===== src/rtl/aes_pkg.sv =====
// rtl/aes_pkg.sv - GF(2^8) helpers, MixColumns mode codes and engine FSM state type
package aes_pkg;

  localparam logic [1:0] MC_FWD = 2'd0;
  localparam logic [1:0] MC_INV = 2'd1;
  localparam logic [1:0] MC_BYP = 2'd2;
  localparam logic [1:0] MC_RSV = 2'd3;

  typedef enum logic [1:0] {
    MC_IDLE = 2'd0,
    MC_BUSY = 2'd1,
    MC_DONE = 2'd2
  } mc_state_e;

  // Multiply by x modulo x^8+x^4+x^3+x+1.
  function automatic logic [7:0] gf_xtime(input logic [7:0] b);
    return {b[6:0], 1'b0} ^ (b[7] ? 8'h1b : 8'h00);
  endfunction

  function automatic logic [7:0] gf_mul9(input logic [7:0] b);
    logic [7:0] x2, x4, x8;
    x2 = gf_xtime(b);
    x4 = gf_xtime(x2);
    x8 = gf_xtime(x4);
    return x8 ^ b;
  endfunction

  function automatic logic [7:0] gf_mul11(input logic [7:0] b);
    logic [7:0] x2, x4, x8;
    x2 = gf_xtime(b);
    x4 = gf_xtime(x2);
    x8 = gf_xtime(x4);
    return x8 ^ x2 ^ b;
  endfunction

  function automatic logic [7:0] gf_mul13(input logic [7:0] b);
    logic [7:0] x2, x4, x8;
    x2 = gf_xtime(b);
    x4 = gf_xtime(x2);
    x8 = gf_xtime(x4);
    return x8 ^ x4 ^ b;
  endfunction

  function automatic logic [7:0] gf_mul14(input logic [7:0] b);
    logic [7:0] x2, x4, x8;
    x2 = gf_xtime(b);
    x4 = gf_xtime(x2);
    x8 = gf_xtime(x4);
    return x8 ^ x4 ^ x2;
  endfunction

endpackage


===== src/rtl/mixcolumn_word.sv =====
// rtl/mixcolumn_word.sv - combinational forward/inverse MixColumns on one 32-bit column
module mixcolumn_word
  import aes_pkg::*;
(
  input  logic [31:0] col_i,
  input  logic        inv_i,
  output logic [31:0] col_o
);

  logic [7:0]  a0, a1, a2, a3;
  logic [31:0] fwd_col, inv_col;

  assign {a0, a1, a2, a3} = col_i;

  always_comb begin
    fwd_col[31:24] = gf_xtime(a0) ^ gf_xtime(a1) ^ a1 ^ a2 ^ a3;
    fwd_col[23:16] = a0 ^ gf_xtime(a1) ^ gf_xtime(a2) ^ a2 ^ a3;
    fwd_col[15:8]  = a0 ^ a1 ^ gf_xtime(a2) ^ gf_xtime(a3) ^ a3;
    fwd_col[7:0]   = gf_xtime(a0) ^ a0 ^ a1 ^ a2 ^ gf_xtime(a3);

    inv_col[31:24] = gf_mul14(a0) ^ gf_mul11(a1) ^ gf_mul13(a2) ^ gf_mul9(a3);
    inv_col[23:16] = gf_mul9(a0)  ^ gf_mul14(a1) ^ gf_mul11(a2) ^ gf_mul13(a3);
    inv_col[15:8]  = gf_mul13(a0) ^ gf_mul9(a1)  ^ gf_mul14(a2) ^ gf_mul11(a3);
    inv_col[7:0]   = gf_mul11(a0) ^ gf_mul13(a1) ^ gf_mul9(a2)  ^ gf_mul14(a3);
  end

  assign col_o = inv_i ? inv_col : fwd_col;

endmodule


===== src/rtl/mixcolumns_engine.sv =====
// rtl/mixcolumns_engine.sv - handshaked iterative AES MixColumns (fwd/inv/bypass)
module mixcolumns_engine
  import aes_pkg::*;
#(
  parameter int COLS_PER_CYCLE = 4,
  parameter int OUT_REG        = 1
) (
  input  logic         clk,
  input  logic         rst,
  input  logic         in_valid,
  output logic         in_ready,
  input  logic [127:0] in_state,
  input  logic [1:0]   in_mode,
  output logic         out_valid,
  input  logic         out_ready,
  output logic [127:0] out_state,
  output logic         busy
);

  if (COLS_PER_CYCLE != 1 && COLS_PER_CYCLE != 2 && COLS_PER_CYCLE != 4) begin : g_bad_cpc
    $error("mixcolumns_engine: COLS_PER_CYCLE must be 1, 2 or 4");
  end

  localparam logic [1:0] CNT_STEP = 2'(COLS_PER_CYCLE);
  localparam logic [1:0] CNT_LAST = 2'(4 - COLS_PER_CYCLE);

  mc_state_e    state_q, state_d;
  logic [1:0]   cnt_q, cnt_d;
  logic [127:0] work_q, work_d;
  logic         inv_q, inv_d;

  logic [127:0] work_xf;
  logic         last_grp, accept, rdy_w, vld_w;
  logic         mode_inv, mode_byp;

  logic [1:0]   col_idx [COLS_PER_CYCLE];
  logic [31:0]  col_in  [COLS_PER_CYCLE];
  logic [31:0]  col_out [COLS_PER_CYCLE];

  function automatic logic [31:0] col_get(input logic [127:0] s, input logic [1:0] i);
    logic [31:0] c;
    case (i)
      2'd0:    c = s[127:96];
      2'd1:    c = s[95:64];
      2'd2:    c = s[63:32];
      default: c = s[31:0];
    endcase
    return c;
  endfunction

  assign last_grp = (cnt_q == CNT_LAST);

  for (genvar g = 0; g < COLS_PER_CYCLE; g++) begin : g_col
    assign col_idx[g] = cnt_q + 2'(g);
    assign col_in[g]  = col_get(work_q, col_idx[g]);
    mixcolumn_word u_word (
      .col_i (col_in[g]),
      .inv_i (inv_q),
      .col_o (col_out[g])
    );
  end

  // Write the transformed column group back over its slots in the working state.
  always_comb begin
    work_xf = work_q;
    for (int g = 0; g < COLS_PER_CYCLE; g++) begin
      case (col_idx[g])
        2'd0:    work_xf[127:96] = col_out[g];
        2'd1:    work_xf[95:64]  = col_out[g];
        2'd2:    work_xf[63:32]  = col_out[g];
        default: work_xf[31:0]   = col_out[g];
      endcase
    end
  end

  always_comb begin
    mode_inv = 1'b0;
    mode_byp = 1'b0;
    case (in_mode)
      MC_FWD:         mode_inv = 1'b0;
      MC_INV:         mode_inv = 1'b1;
      MC_BYP, MC_RSV: mode_byp = 1'b1;
    endcase
  end

  always_comb begin
    state_d = state_q;
    cnt_d   = cnt_q;
    work_d  = work_q;
    inv_d   = inv_q;
    rdy_w   = 1'b0;
    vld_w   = 1'b0;
    case (state_q)
      MC_IDLE: rdy_w = 1'b1;
      MC_BUSY: begin
        work_d = work_xf;
        cnt_d  = cnt_q + CNT_STEP;
        if (last_grp) begin
          // Without an output register the result is already visible in this cycle.
          vld_w   = (OUT_REG == 0);
          state_d = (OUT_REG == 0 && out_ready) ? MC_IDLE : MC_DONE;
        end
      end
      MC_DONE: begin
        vld_w = 1'b1;
        rdy_w = out_ready;
        if (out_ready) state_d = MC_IDLE;
      end
      default: state_d = MC_IDLE;
    endcase
    if (rst) rdy_w = 1'b0;
    accept = in_valid && rdy_w;
    if (accept) begin
      work_d  = in_state;
      inv_d   = mode_inv;
      cnt_d   = 2'd0;
      state_d = mode_byp ? MC_DONE : MC_BUSY;
    end
  end

  always_ff @(posedge clk) begin
    if (rst) begin
      state_q <= MC_IDLE;
      cnt_q   <= 2'd0;
      work_q  <= '0;
      inv_q   <= 1'b0;
    end else begin
      state_q <= state_d;
      cnt_q   <= cnt_d;
      work_q  <= work_d;
      inv_q   <= inv_d;
    end
  end

  if (OUT_REG != 0) begin : g_out_reg
    logic [127:0] out_q, out_d;

    always_comb begin
      out_d = out_q;
      if (state_q == MC_BUSY && last_grp) out_d = work_xf;
      if (accept && mode_byp) out_d = in_state;
    end

    always_ff @(posedge clk) begin
      if (rst) out_q <= '0;
      else     out_q <= out_d;
    end

    assign out_state = out_q;
  end else begin : g_out_comb
    assign out_state = (state_q == MC_BUSY) ? work_xf : work_q;
  end

  assign in_ready  = rdy_w;
  assign out_valid = vld_w;
  assign busy      = (state_q == MC_BUSY) || (state_q == MC_DONE);

endmodule

===== config.mk =====
export PLATFORM = sky130hd
export DESIGN_NAME = mixcolumns_engine
export DESIGN_NICKNAME = d
export VERILOG_FILES = /design/src/rtl/aes_pkg.sv /design/src/rtl/mixcolumn_word.sv /design/src/rtl/mixcolumns_engine.sv
export SDC_FILE = /design/constraint.sdc
export NUM_CORES = 1
export LEC_CHECK = 0
export ABC_CLOCK_PERIOD_IN_PS = 3500
export BUFFER_PORTS_ARGS = -buffer_cell sky130_fd_sc_hd__buf_2
export CAP_MARGIN = 0
export CORE_ASPECT_RATIO = 2
export CORE_MARGIN = 1.5
export CORE_UTILIZATION = 50
export DETAILED_ROUTE_END_ITERATION = 7
export GPL_ROUTABILITY_DRIVEN = 0
export GPL_TIMING_DRIVEN = 0
export MAX_ROUTING_LAYER = met4
export PLACE_DENSITY = 0.77
export SLEW_MARGIN = 20
export SYNTH_ARGS = -nofsm -noshare
export SYNTH_HDL_FRONTEND = slang
export SYNTH_SLANG_ARGS = --single-unit

===== constraint.sdc =====
create_clock -name clk -period 3.5 [get_ports clk]
set_input_delay 0 -clock clk [delete_from_list [all_inputs] [get_ports clk]]
set_output_delay 0 -clock clk [all_outputs]
set_load 0.02 [all_outputs]

==> results by group <==
Drt
  – First drt pass iteration count: 6
  – Routed len/inst: between 20 and 30 µm
  – Via count: approximately 22000
  – WL final: between 90000 and 100000 µm
  – Post-detailed-route via-to-cell ratio: ~6.3
  – Remaining DRCs: 0
  – DR iter-0 viols: between 2000 and 2500
  – Remaining antenna violation count after routing: 0

Yosys
  – Sequential share of the synthesized area: 0.236
  – Asr flop ratio synth: 0
  – Synthesis-stage register bit count: about 260
  – Synth unique cells: 57
  – Count leader, synth: xnor2_1
  – Mapped Nets: 2632
  – Cell area after synthesis: 0.0220 mm²
  – Number of synthesized flops with an enable pin: 0
  – Ys Warns: 0
  – Syn avg cell area: just under 9 µm²
  – Top FF cell, synth: dfxtp_1
  – Top cells by area, synth: dfxtp_1 24%, xnor2_1 19%, xnor3_1 13%, xor2_1 6.7%, nand2_1 5.2%
  – Mapped Cells: approximately 2500
  – Synth top area share: 0.236
  – Most frequent cells after synthesis: 478 x xnor2_1, 303 x nand2_1, 259 x dfxtp_1
  – Area leader, netlist: dfxtp_1

Power and ir drop
  – P_sw: about 0.0077 W
  – Worst ir drop on vdd: roughly 0.4 mV
  – Clk pwr share: 0.167
  – Pwr/cell area: roughly 700 mW/mm²
  – Combinational fraction of design power: 0.642
  – P_int: between 0.01 and 0.015 W
  – Flop pwr share: 0.191
  – P_leak: between 10 and 15 nW
  – Switch share: 0.416

GRT
  – First-pass GRT wire length: roughly 140000 µm
  – Pin count of the biggest net entering global routing: 15
  – GRT Overall Usage: 0.440
  – Antenna violations before repair: 3
  – Remaining Overflow, GRT: 0
  – Vias in the first global route: around 22000

Min path
  – Min-Delay Startpoint: in_valid
  – Class of the worst hold path: in2reg
  – Hold Path Sink: state_q[1]
  – Hold path cells: 4

Critical path
  – Top cell by count, worst path: clkbuf_1
  – R2R depth: 7
  – Largest stage delay on the critical path: about 900 ps
  – Crit path launch type: flip-flop
  – CP endpoint kind: flip-flop
  – CP max stage cell: clkbuf_1
  – Critical path required time: 3950 ps
  – Crit path buf inv count: 4
  – Critical path peak fanout: 10
  – Delay-heaviest family, CP: buffers and inverters
  – FF-to-FF End: work_q[117]
  – Worst reg2reg path startpoint: inv_q
  – Crit path arrival time: approximately 4200 ps
  – CP startpoint: inv_q
  – Flop2flop setup slack: -210 ps
  – CP cell instances: clkinv_1 -> clkbuf_1 -> clkbuf_1 -> buf_2 -> nor2_1 -> a211oi_1 -> o31ai_1
  – Crit Path Class: reg2reg

Run status
  – Failing checks: setup timing
  – Status: complete, but fails checks

Placement
  – HPWL Detailed: between 70000 and 80000 µm
  – Placed instance area: 0.0240 mm²
  – Port Buffers: 264
  – Number of cells after detailed placement: between 3000 and 4000

Timing
  – RSZ-0062 raised after global routing: no
  – Fin crit share: 1.06
  – Final worst setup slack: -211 ps
  – Slew margin rel.: 0.138
  – Setup_tns: -3210 ps
  – Final setup viols: about 50
  – Min cycle time layout: 3710 ps
  – Worst slew pin tran: 1290 ps
  – Final hold viol count: 0
  – WHS: 44.6 ps
  – Peak Freq: between 200 and 300 MHz
  – Worst clock skew: 17.5 ps
  – Pins Over Slew Limit: 0

Clock tree
  – Clock buffer depth: 3
  – Clk Tree Root Cell: clkbuf_16
  – Clk Latency, worst-skew pair: 600 ps
  – Post-CTS Setup Inserts: 0
  – TritonCTS clock tree: built
  – CTS buffer count: 25
  – Htree depth: 1
  – Clock Sinks: around 260
  – Worst-path clk slew: 70 ps

Flow run
  – Max-cap violation count: 0

Floorplan
  – Die height: roughly 300 µm
  – I/O Pins: around 270
  – Die W: approximately 150 µm
  – Initial core utilization: 0.507
  – Core Rows: between 100 and 150
  – Die Area: approximately 0.045 mm²
  – Core Box Area: 0.0434 mm²

Final layout
  – Final Instance Area: roughly 0.026 mm²
  – Share of layout cells above drive strength 1: 0.150
  – Final Non-Filler Cells: approximately 3500
  – Net count, final: between 3000 and 4000
  – Area growth from synthesis to layout: 19.4%
## worst max-delay path by stage
stage | cells past startpoint | endpoint | slack (ps)
global route | 6 | work_q[100] | 10
floorplan | 8 | out_state[75] | 1010
global placement | 6 | work_q[53] | -270
finish | 7 | work_q[117] | -210
CTS | 10 | out_state[6] | 110
detailed placement | 6 | out_state[53] | -310
## layer usage
layer  global-route usage  share of wire
met1                0.442           0.31
met2                0.676           0.45
met3                0.134           0.12
met4                0.395           0.12
met5                    -              0
## power by group through the flow
stage | clock (W) | combinational, W | sequential, W
finish | 0.00309 | 0.0119 | 0.00353
global route | 0.00316 | 0.0124 | 0.00355
CTS | 0.00303 | 0.0115 | 0.00351
detailed placement | 0 | 0.0113 | 0.00357
global placement | 0 | 0.0110 | 0.00356
floorplan | 0 | 0.00876 | 0.00370
## registers in the layout, summed over array words and instances, names as in the netlist
| signal | cells |
|---|---|
| out_state | 128 |
| state_q | 2 |
| inv_q | 1 |
| work_q | 128 |
## metrics by stage
stage	util	setup WS [ps]	power (W)
after floorplan	-	1010	0.0125
after global placement	0.553	-274	0.0146
after detailed placement	0.553	-309	0.0149
after CTS	0.604	113	0.0180
after global routing	0.605	14.3	0.0191
final	0.605	-211	0.0185
## logic make-up after synthesis
| group | after synthesis | synth area share |
|---|---|---|
| muxes | 42 | 0.0192 |
| buffers and inverters | 267 | 0.0518 |
| adders and majority gates | 3 | 0.00171 |
| AOI/OAI and AO/OA | 459 | 0.139 |
| DFF | 259 | 0.236 |
| and+or+nand+nor | 646 | 0.121 |
| xor gates and xnor gates | 819 | 0.432 |
## cells in the final DEF, fill, tap and decap left out, types with 41 or more instances in the layout
cell / netlist / final
xor2_1: 169 / 169
a21oi_1: 185 / 185
nand2_1: 303 / 303
buf_2: 51 / 318
xnor3_1: 124 / 124
o211ai_1: 68 / 68
o41ai_1: 62 / 62
dlygate4sd3_1: 0 / 130
nor2_1: 245 / 245
xnor2_1: 478 / 478
o21ai_0: 42 / 41
a211o_1: 48 / 48
mux2i_1: 41 / 41
clkbuf_1: 179 / 170
dfxtp_1: 259 / 259
## layout make-up
cell class / instances / area, µm²
diodes: 5 / 12.5
plain buffers: 259 / 1170
clock buffers: 37 / 711
clock inverters: 8 / 170
fillers: 3696 / 17100
inverters: 7 / 26.3
multi-input cells: 1969 / 15700
flip-flops and latches: 259 / 5180
well taps: 550 / 688
repair buffers: 394 / 2620
## worst reg2reg max path, stage by stage, from the launching register on
cell and delay [ps]:
dfxtp_1 320, clkinv_1 370, clkbuf_1 570, clkbuf_1 900
buf_2 610, nor2_1 170, a211oi_1 490, o31ai_1 140
## what timing repair did
action / 4_1_cts / 5_1_grt
hold endpoints to repair: 258 / 0
gates resized for setup: 3 / 39
endpoints found under the setup margin: 25 / 81
hold buffers: 130 / 0
Note: power is estimated with default switching activity, not from simulation.
